==> src/rtl/nic8_pkg.sv <==
`default_nettype none
// ----------------------------------------------------------------------------
// nic8_pkg: shared state encoding and bus widths for the nic8 run controller
// Rev 1.0
// ----------------------------------------------------------------------------
package nic8_pkg;
    localparam int c_STATE_W = 3;
    localparam int c_ADDR_W  = 8;
    localparam int c_DATA_W  = 8;

    typedef enum logic [c_STATE_W-1:0] {
        IDLE = 3'd0,
        LOAD = 3'd1,
        RUN  = 3'd2,
        STEP = 3'd3,
        HALT = 3'd4
    } state_t;
endpackage
`default_nettype wire

==> src/rtl/run_control_loadport.sv <==
`default_nettype none
// ----------------------------------------------------------------------------
// run_control_loadport: loader handshake and registered RAM write stage
// Rev 1.0
// ----------------------------------------------------------------------------
module run_control_loadport
    import nic8_pkg::*;
(
    input  logic                clk,
    input  logic                reset,
    input  logic                in_load,
    input  logic                load_valid,
    input  logic [c_ADDR_W-1:0] load_addr,
    input  logic [c_DATA_W-1:0] load_data,
    output logic                load_ready,
    output logic                ld_we,
    output logic [c_ADDR_W-1:0] ld_addr,
    output logic [c_DATA_W-1:0] ld_data
);
    logic                w_accept;
    logic                r_we;
    logic [c_ADDR_W-1:0] r_addr;
    logic [c_DATA_W-1:0] r_data;

    assign w_accept   = in_load & load_valid;
    assign load_ready = w_accept;

    // Address/data hold their last captured value between writes.
    always_ff @(posedge clk) begin
        if (reset) begin
            r_we   <= 1'b0;
            r_addr <= '0;
            r_data <= '0;
        end else begin
            r_we <= w_accept;
            if (w_accept) begin
                r_addr <= load_addr;
                r_data <= load_data;
            end
        end
    end

    assign ld_we   = r_we;
    assign ld_addr = r_addr;
    assign ld_data = r_data;
endmodule
`default_nettype wire

==> src/rtl/run_control.sv <==
`default_nettype none
// ----------------------------------------------------------------------------
// run_control: run/halt/step sequencer, PC breakpoint, step budget, RAM arbiter
// Rev 1.0
// ----------------------------------------------------------------------------
module run_control
    import nic8_pkg::*;
#(
    parameter int unsigned STEP_LIMIT = 0,
    parameter int          CW         = 16
) (
    input  logic                 clk,
    input  logic                 reset,
    input  logic                 run_req,
    input  logic                 halt_req,
    input  logic                 step_req,
    input  logic                 bp_enable,
    input  logic [c_ADDR_W-1:0]  bp_addr,
    input  logic [c_ADDR_W-1:0]  pc,
    input  logic                 load_valid,
    input  logic                 load_last,
    input  logic [c_ADDR_W-1:0]  load_addr,
    input  logic [c_DATA_W-1:0]  load_data,
    output logic                 load_ready,
    output logic                 cpu_en,
    output logic                 mem_sel,
    output logic                 ld_we,
    output logic [c_ADDR_W-1:0]  ld_addr,
    output logic [c_DATA_W-1:0]  ld_data,
    output logic [c_STATE_W-1:0] state,
    output logic [CW-1:0]        step_count,
    output logic                 halted_at_bp
);
    state_t        r_state;
    logic          r_first;
    logic          r_hbp;
    logic [CW-1:0] r_count;
    logic          w_bp_hit;
    logic          w_limit_hit;
    logic          w_cpu_en;
    logic          w_ld_we;

    // r_first masks the breakpoint for the first RUN cycle so a resume from bp_addr proceeds.
    assign w_bp_hit    = (r_state == RUN) && bp_enable && (pc == bp_addr) && !r_first;
    assign w_limit_hit = (STEP_LIMIT != 0) && (r_count == CW'(STEP_LIMIT));

    always_comb begin
        w_cpu_en = 1'b0;
        case (r_state)
            RUN:     w_cpu_en = !w_bp_hit && !w_limit_hit;
            STEP:    w_cpu_en = !w_limit_hit;
            default: w_cpu_en = 1'b0;
        endcase
    end

    always_ff @(posedge clk) begin
        if (reset) begin
            r_state <= IDLE;
            r_first <= 1'b0;
            r_hbp   <= 1'b0;
            r_count <= '0;
        end else begin
            r_first <= 1'b0;
            if (w_cpu_en && (r_count != {CW{1'b1}}))
                r_count <= r_count + CW'(1);
            case (r_state)
                IDLE, HALT: begin
                    if (halt_req) begin
                        r_state <= r_state;
                    end else if (step_req) begin
                        r_state <= STEP;
                        r_hbp   <= 1'b0;
                    end else if (run_req) begin
                        r_state <= RUN;
                        r_first <= 1'b1;
                        r_hbp   <= 1'b0;
                    end else if (load_valid) begin
                        r_state <= LOAD;
                        r_hbp   <= 1'b0;
                    end
                end
                LOAD: begin
                    if (load_valid && load_last)
                        r_state <= IDLE;
                end
                RUN: begin
                    if (w_bp_hit) begin
                        r_state <= HALT;
                        r_hbp   <= 1'b1;
                    end else if (halt_req || w_limit_hit) begin
                        r_state <= HALT;
                    end
                end
                STEP:    r_state <= HALT;
                default: r_state <= IDLE;
            endcase
        end
    end

    run_control_loadport u_loadport (
        .clk        (clk),
        .reset      (reset),
        .in_load    (r_state == LOAD),
        .load_valid (load_valid),
        .load_addr  (load_addr),
        .load_data  (load_data),
        .load_ready (load_ready),
        .ld_we      (w_ld_we),
        .ld_addr    (ld_addr),
        .ld_data    (ld_data)
    );

    // The loader keeps the RAM through the cycle that carries its final write.
    assign mem_sel      = (r_state == LOAD) || w_ld_we;
    assign ld_we        = w_ld_we;
    assign cpu_en       = w_cpu_en;
    assign state        = r_state;
    assign step_count   = r_count;
    assign halted_at_bp = r_hbp;
endmodule
`default_nettype wire

==> config.mk <==
export PLATFORM = sky130hd
export DESIGN_NAME = run_control
export DESIGN_NICKNAME = d
export VERILOG_FILES = /design/src/rtl/nic8_pkg.sv /design/src/rtl/run_control_loadport.sv /design/src/rtl/run_control.sv
export SDC_FILE = /design/constraint.sdc
export NUM_CORES = 1
export LEC_CHECK = 0
export CELL_PAD_IN_SITES_DETAIL_PLACEMENT = 0
export CELL_PAD_IN_SITES_GLOBAL_PLACEMENT = 1
export CORE_MARGIN = 10
export CORE_UTILIZATION = 32
export DETAILED_ROUTE_END_ITERATION = 12
export MAX_ROUTING_LAYER = met4
export PLACE_DENSITY = 0.83
export SETUP_SLACK_MARGIN = 0.02
export SYNTH_ARGS = -nofsm -noshare
export SYNTH_HDL_FRONTEND = slang
export SYNTH_HIERARCHICAL = 1
export SYNTH_SLANG_ARGS = --single-unit
==> constraint.sdc <==
create_clock -name clk -period 2.4 [get_ports clk]
set_clock_uncertainty 0.15 [all_clocks]
set_input_delay 0.48 -clock clk [delete_from_list [all_inputs] [get_ports clk]]
set_output_delay 0.48 -clock clk [all_outputs]
set_load 0.02 [all_outputs]
==> Flow_metrics.wiki <==
{| class="wikitable"
! Metric !! Value
|-
| First-pass detailed-route iteration total || 4
|-
| Top cells by area in the synthesized netlist || dfxtp_1 (37%), a21bo_1 (6.9%), a21oi_2 (6.0%), nand3_1 (5.2%), a21oi_1 (3.9%)
|-
| Worst-margin pin slew || 0.425 ns
|-
| Number of storage elements in the synthesis netlist || 38
|-
| Wire length of the first global-routing pass || between 9000 and 10,000 um
|-
| Final worst path period share || 92.0%
|-
| Unique cell type count in the Yosys netlist || 46
|-
| Clk Latency, worst-skew pair || ~0.29 ns
|-
| Area of the mapped netlist || 0.00204 mm2
|-
| DRC viols || 0
|-
| Count of final hold-check violations || 0
|-
| Leak pwr || roughly 1.1 nW
|-
| Maximum number of pins on one net before global-route repair || 36
|-
| Final-layout worst hold slack || 0.368 ns
|-
| Routed Wire Length || around 5800 um
|-
| Starting DRC count in detailed routing || 58
|-
| FF-to-FF path depth || 5
|-
| CP delay by family, top || simple AND/OR/NAND/NOR gates
|-
| Clock transition time at the flip-flop clock pins of the worst setup and hold paths || 0.08 ns
|-
| Routed length per instance || around 15 um
|-
| Number of enable-type register cells in the synthesized netlist || 0
|-
| Count of boundary I/O pins || 80
|-
| Sequential-to-total area share from yosys stat || 37.3%
|-
| Final-report max-slew violation count || 0
|-
| Detail-routed via count per cell || about 5
|-
| Critical path startpoint category || input pin
|-
| Net count after synthesis || 264
|-
| Port bufs || between 70 and 80
|-
| Cell type of the slowest stage on the worst timing path || nor4_4
|-
| Sum of overflow across all layers after global routing || 0
|-
| Class of the most critical setup path || input pin to output port
|-
| Final #Nets || 342
|-
| Worst reg2reg setup slack || 0.42 ns
|-
| Fraction of synthesis flops using an asynchronous set or reset pin || 0%
|-
| Synthesized instance count || approximately 220
|-
| Floorplan row count || 29
|-
| Buffers inserted during post-CTS setup optimization || 0
|-
| Initial core utilization || 32.5%
|-
| Number of cells traversed by the worst hold path || 2
|-
| Cell-by-cell trace of the critical path || dlygate4sd2_1 -> xnor2_1 -> nand4_1 -> nor4_4 -> nor2_2 -> buf_6
|-
| Maximum single-stage delay on the critical path || 0.33 ns
|-
| RSZ-0062 raised after global routing || false
|-
| Critical path origin || pc[2]
|-
| Worst vdd rail ir drop || between 0.2 and 0.25 mV
|-
| Post-route minimum period || 2.21 ns
|-
| Number of global-route vias before repair || ~1.9k
|-
| Hold WC Path Type || flop to flop
|-
| Worst hold endpoint || step_count[5]
|-
| Synthesized area per cell || 9.15 um2
|-
| Pwr Total || roughly 1.4 mW
|-
| Filler cells || around 600
|-
| Antenna-violating nets left || 0
|-
| Count of clock tree sinks || 38
|-
| Total setup violations reported at the end of the flow || 0
|-
| RR Endpoint || step_count[10]
|-
| Placeable core region || 0.00628 mm2
|-
| Status || finished clean
|-
| Final GP Congestion || 0.750
|-
| Die area || 0.00997 mm2
|-
| Share of the synthesized area in the top cell type || around 37%
|-
| Antenna violations before repair || 0
|-
| Cell taking the most area after synthesis || dfxtp_1
|-
| Data arrival at the endpoint of the critical path || roughly 1.6 ns
|-
| Chip width || around 100 um
|-
| YS warnings || 6
|-
| H-Tree Depth || 2
|-
| Critical path endpoint category || output port
|-
| Root buffer cell || clkbuf_8
|-
| Required arrival time at the worst endpoint || about 1.8 ns
|-
| Hold Buf Count CTS || 0
|-
| Max Fanout on Critical Path || 2
|-
| Total power per unit cell area || 476 mW/mm2
|-
| Number of buffers on the longest clock path || 2
|-
| Chip Height || 99.9 um
|-
| All-Layer GR Usage || 11.4%
|-
| Post-detailed-placement half-perimeter wirelength || 4230 um
|-
| Total clock buffers created by CTS || 5
|-
| Number of max-capacitance violations reported || 0
|-
| Growth of design area from synthesis to finish || 47.0%
|-
| Final Cell Area || around 0.003 mm2
|-
| Worst r2r src || step_count[2]
|-
| Worst max-slew margin expressed relative to the limit || 71.7%
|-
| Peak Freq || 0.453 GHz
|-
| Leading register cell type out of synthesis || dfxtp_1
|-
| CTS tree || done
|-
| Total inserted antenna cells || 0
|-
| Total via count in the routed design || approximately 1.9k
|-
| Number of buffers and inverters on the critical path || 2
|-
| Cell area reported after detailed placement || 0.00287 mm2
|-
| HP Start || step_count[5]
|-
| Ratio of cells with drive above 1 in the final layout || 15.9%
|}
per-layer routing:
metal / wire, um / track usage (%) / up-vias
li1: - / - / 972
met1: 2530 / 12.5 / 882
met2: 2680 / 17.8 / 56
met3: 589 / 5.98 / 4
met4: 40 / 2.65 / 0
met5: 0 / - / -
cell type report:
type	instances	area, um2	area share (%)
repair buffers	87	858	28.6
flip-flops and latches	38	762	25.4
clock inverters	3	40.0	1.34
well taps	77	96.3	3.21
multi-input cells	164	1150	38.5
clock buffers	5	68.8	2.29
inverters	5	18.8	0.626
Yosys cell counts (2+ instances only):
master	number
a21bo_1	14
a21bo_2	2
a21oi_1	16
a21oi_2	14
a221oi_1	2
and2_1	2
buf_2	7
buf_4	2
buf_6	5
dfxtp_1	38
inv_1	5
mux2_1	2
nand2_1	9
nand2b_1	2
nand3_1	21
nand4_1	4
nor2_1	13
nor2b_1	4
nor3_1	5
nor4_1	4
o21ai_0	2
o31ai_1	9
or2_2	2
or4_1	10
xnor2_1	8
worst min-delay path, cell delays in order (launching register included):
cell,delay [ns]
dfxtp_1,0.35
o31ai_1,0.07
a21oi_1,0.06
through the flow:
| step | std cells | utilization (%) | setup TNS, ns | setup slack, ns |
|---|---|---|---|---|
| 2_1_floorplan | 223 | - | 0 | 0.355 |
| 3_3_place_gp | 371 | 45.8 | -1.23 | -0.436 |
| 3_5_place_dp | 371 | 45.8 | -1.68 | -0.453 |
| 4_1_cts | 379 | 47.3 | 0 | 0.0276 |
| 5_1_grt | 379 | 47.8 | 0 | 0.0823 |
| 6_report | 379 | 47.8 | 0 | 0.192 |
worst max-delay path by stage:
stage | end | slack [ns] | depth (start not counted)
2_1_floorplan | cpu_en | 0.36 | 5
3_3_place_gp | cpu_en | -0.44 | 6
3_5_place_dp | cpu_en | -0.45 | 6
4_1_cts | mem_sel | 0.03 | 3
5_1_grt | cpu_en | 0.08 | 6
6_report | cpu_en | 0.19 | 6
power by group:
part           internal, mW  switching (mW)
combinational         0.121           0.112
sequential            0.644         0.00958
clock                 0.306           0.234
total                  1.07           0.356
registers in the layout, summed over array words and instances, names as in the netlist:
name	flops
step_count	16
halted_at_bp	1
u_loadport/ld_we	1
state	3
r_first	1
u_loadport/ld_addr	8
u_loadport/ld_data	8
cell families after synthesis:
kind of cell,after synthesis,synth area share (%)
AOI/OAI and AO/OA,65,25.6
muxes,3,1.66
DFF,38,37.3
adders and majority gates,1,0.613
xor gates and xnor gates,8,3.43
and+or+nand+nor,87,25.0
buffers and inverters,21,6.50
layout by cell type, fill, tap and decap left out, types with 8 or more instances in the layout:
cell type and n:
a21oi_2 14, dlygate4sd2_1 9, a21bo_1 14, a21oi_1 16, nor2_1 12, nand3_1 21
xnor2_1 8, dlymetal6s2s_1 9, o31ai_1 9, clkdlybuf4s50_1 59, or4_1 10, nand2_1 9
dfxtp_1 37, buf_4 8
timing repair:
item / CTS / global route
setup endpoints to repair: 2 / 2
pin swaps: 8 / 7
gates resized for setup: 14 / 12
Power figures use the tool's default switching activity.
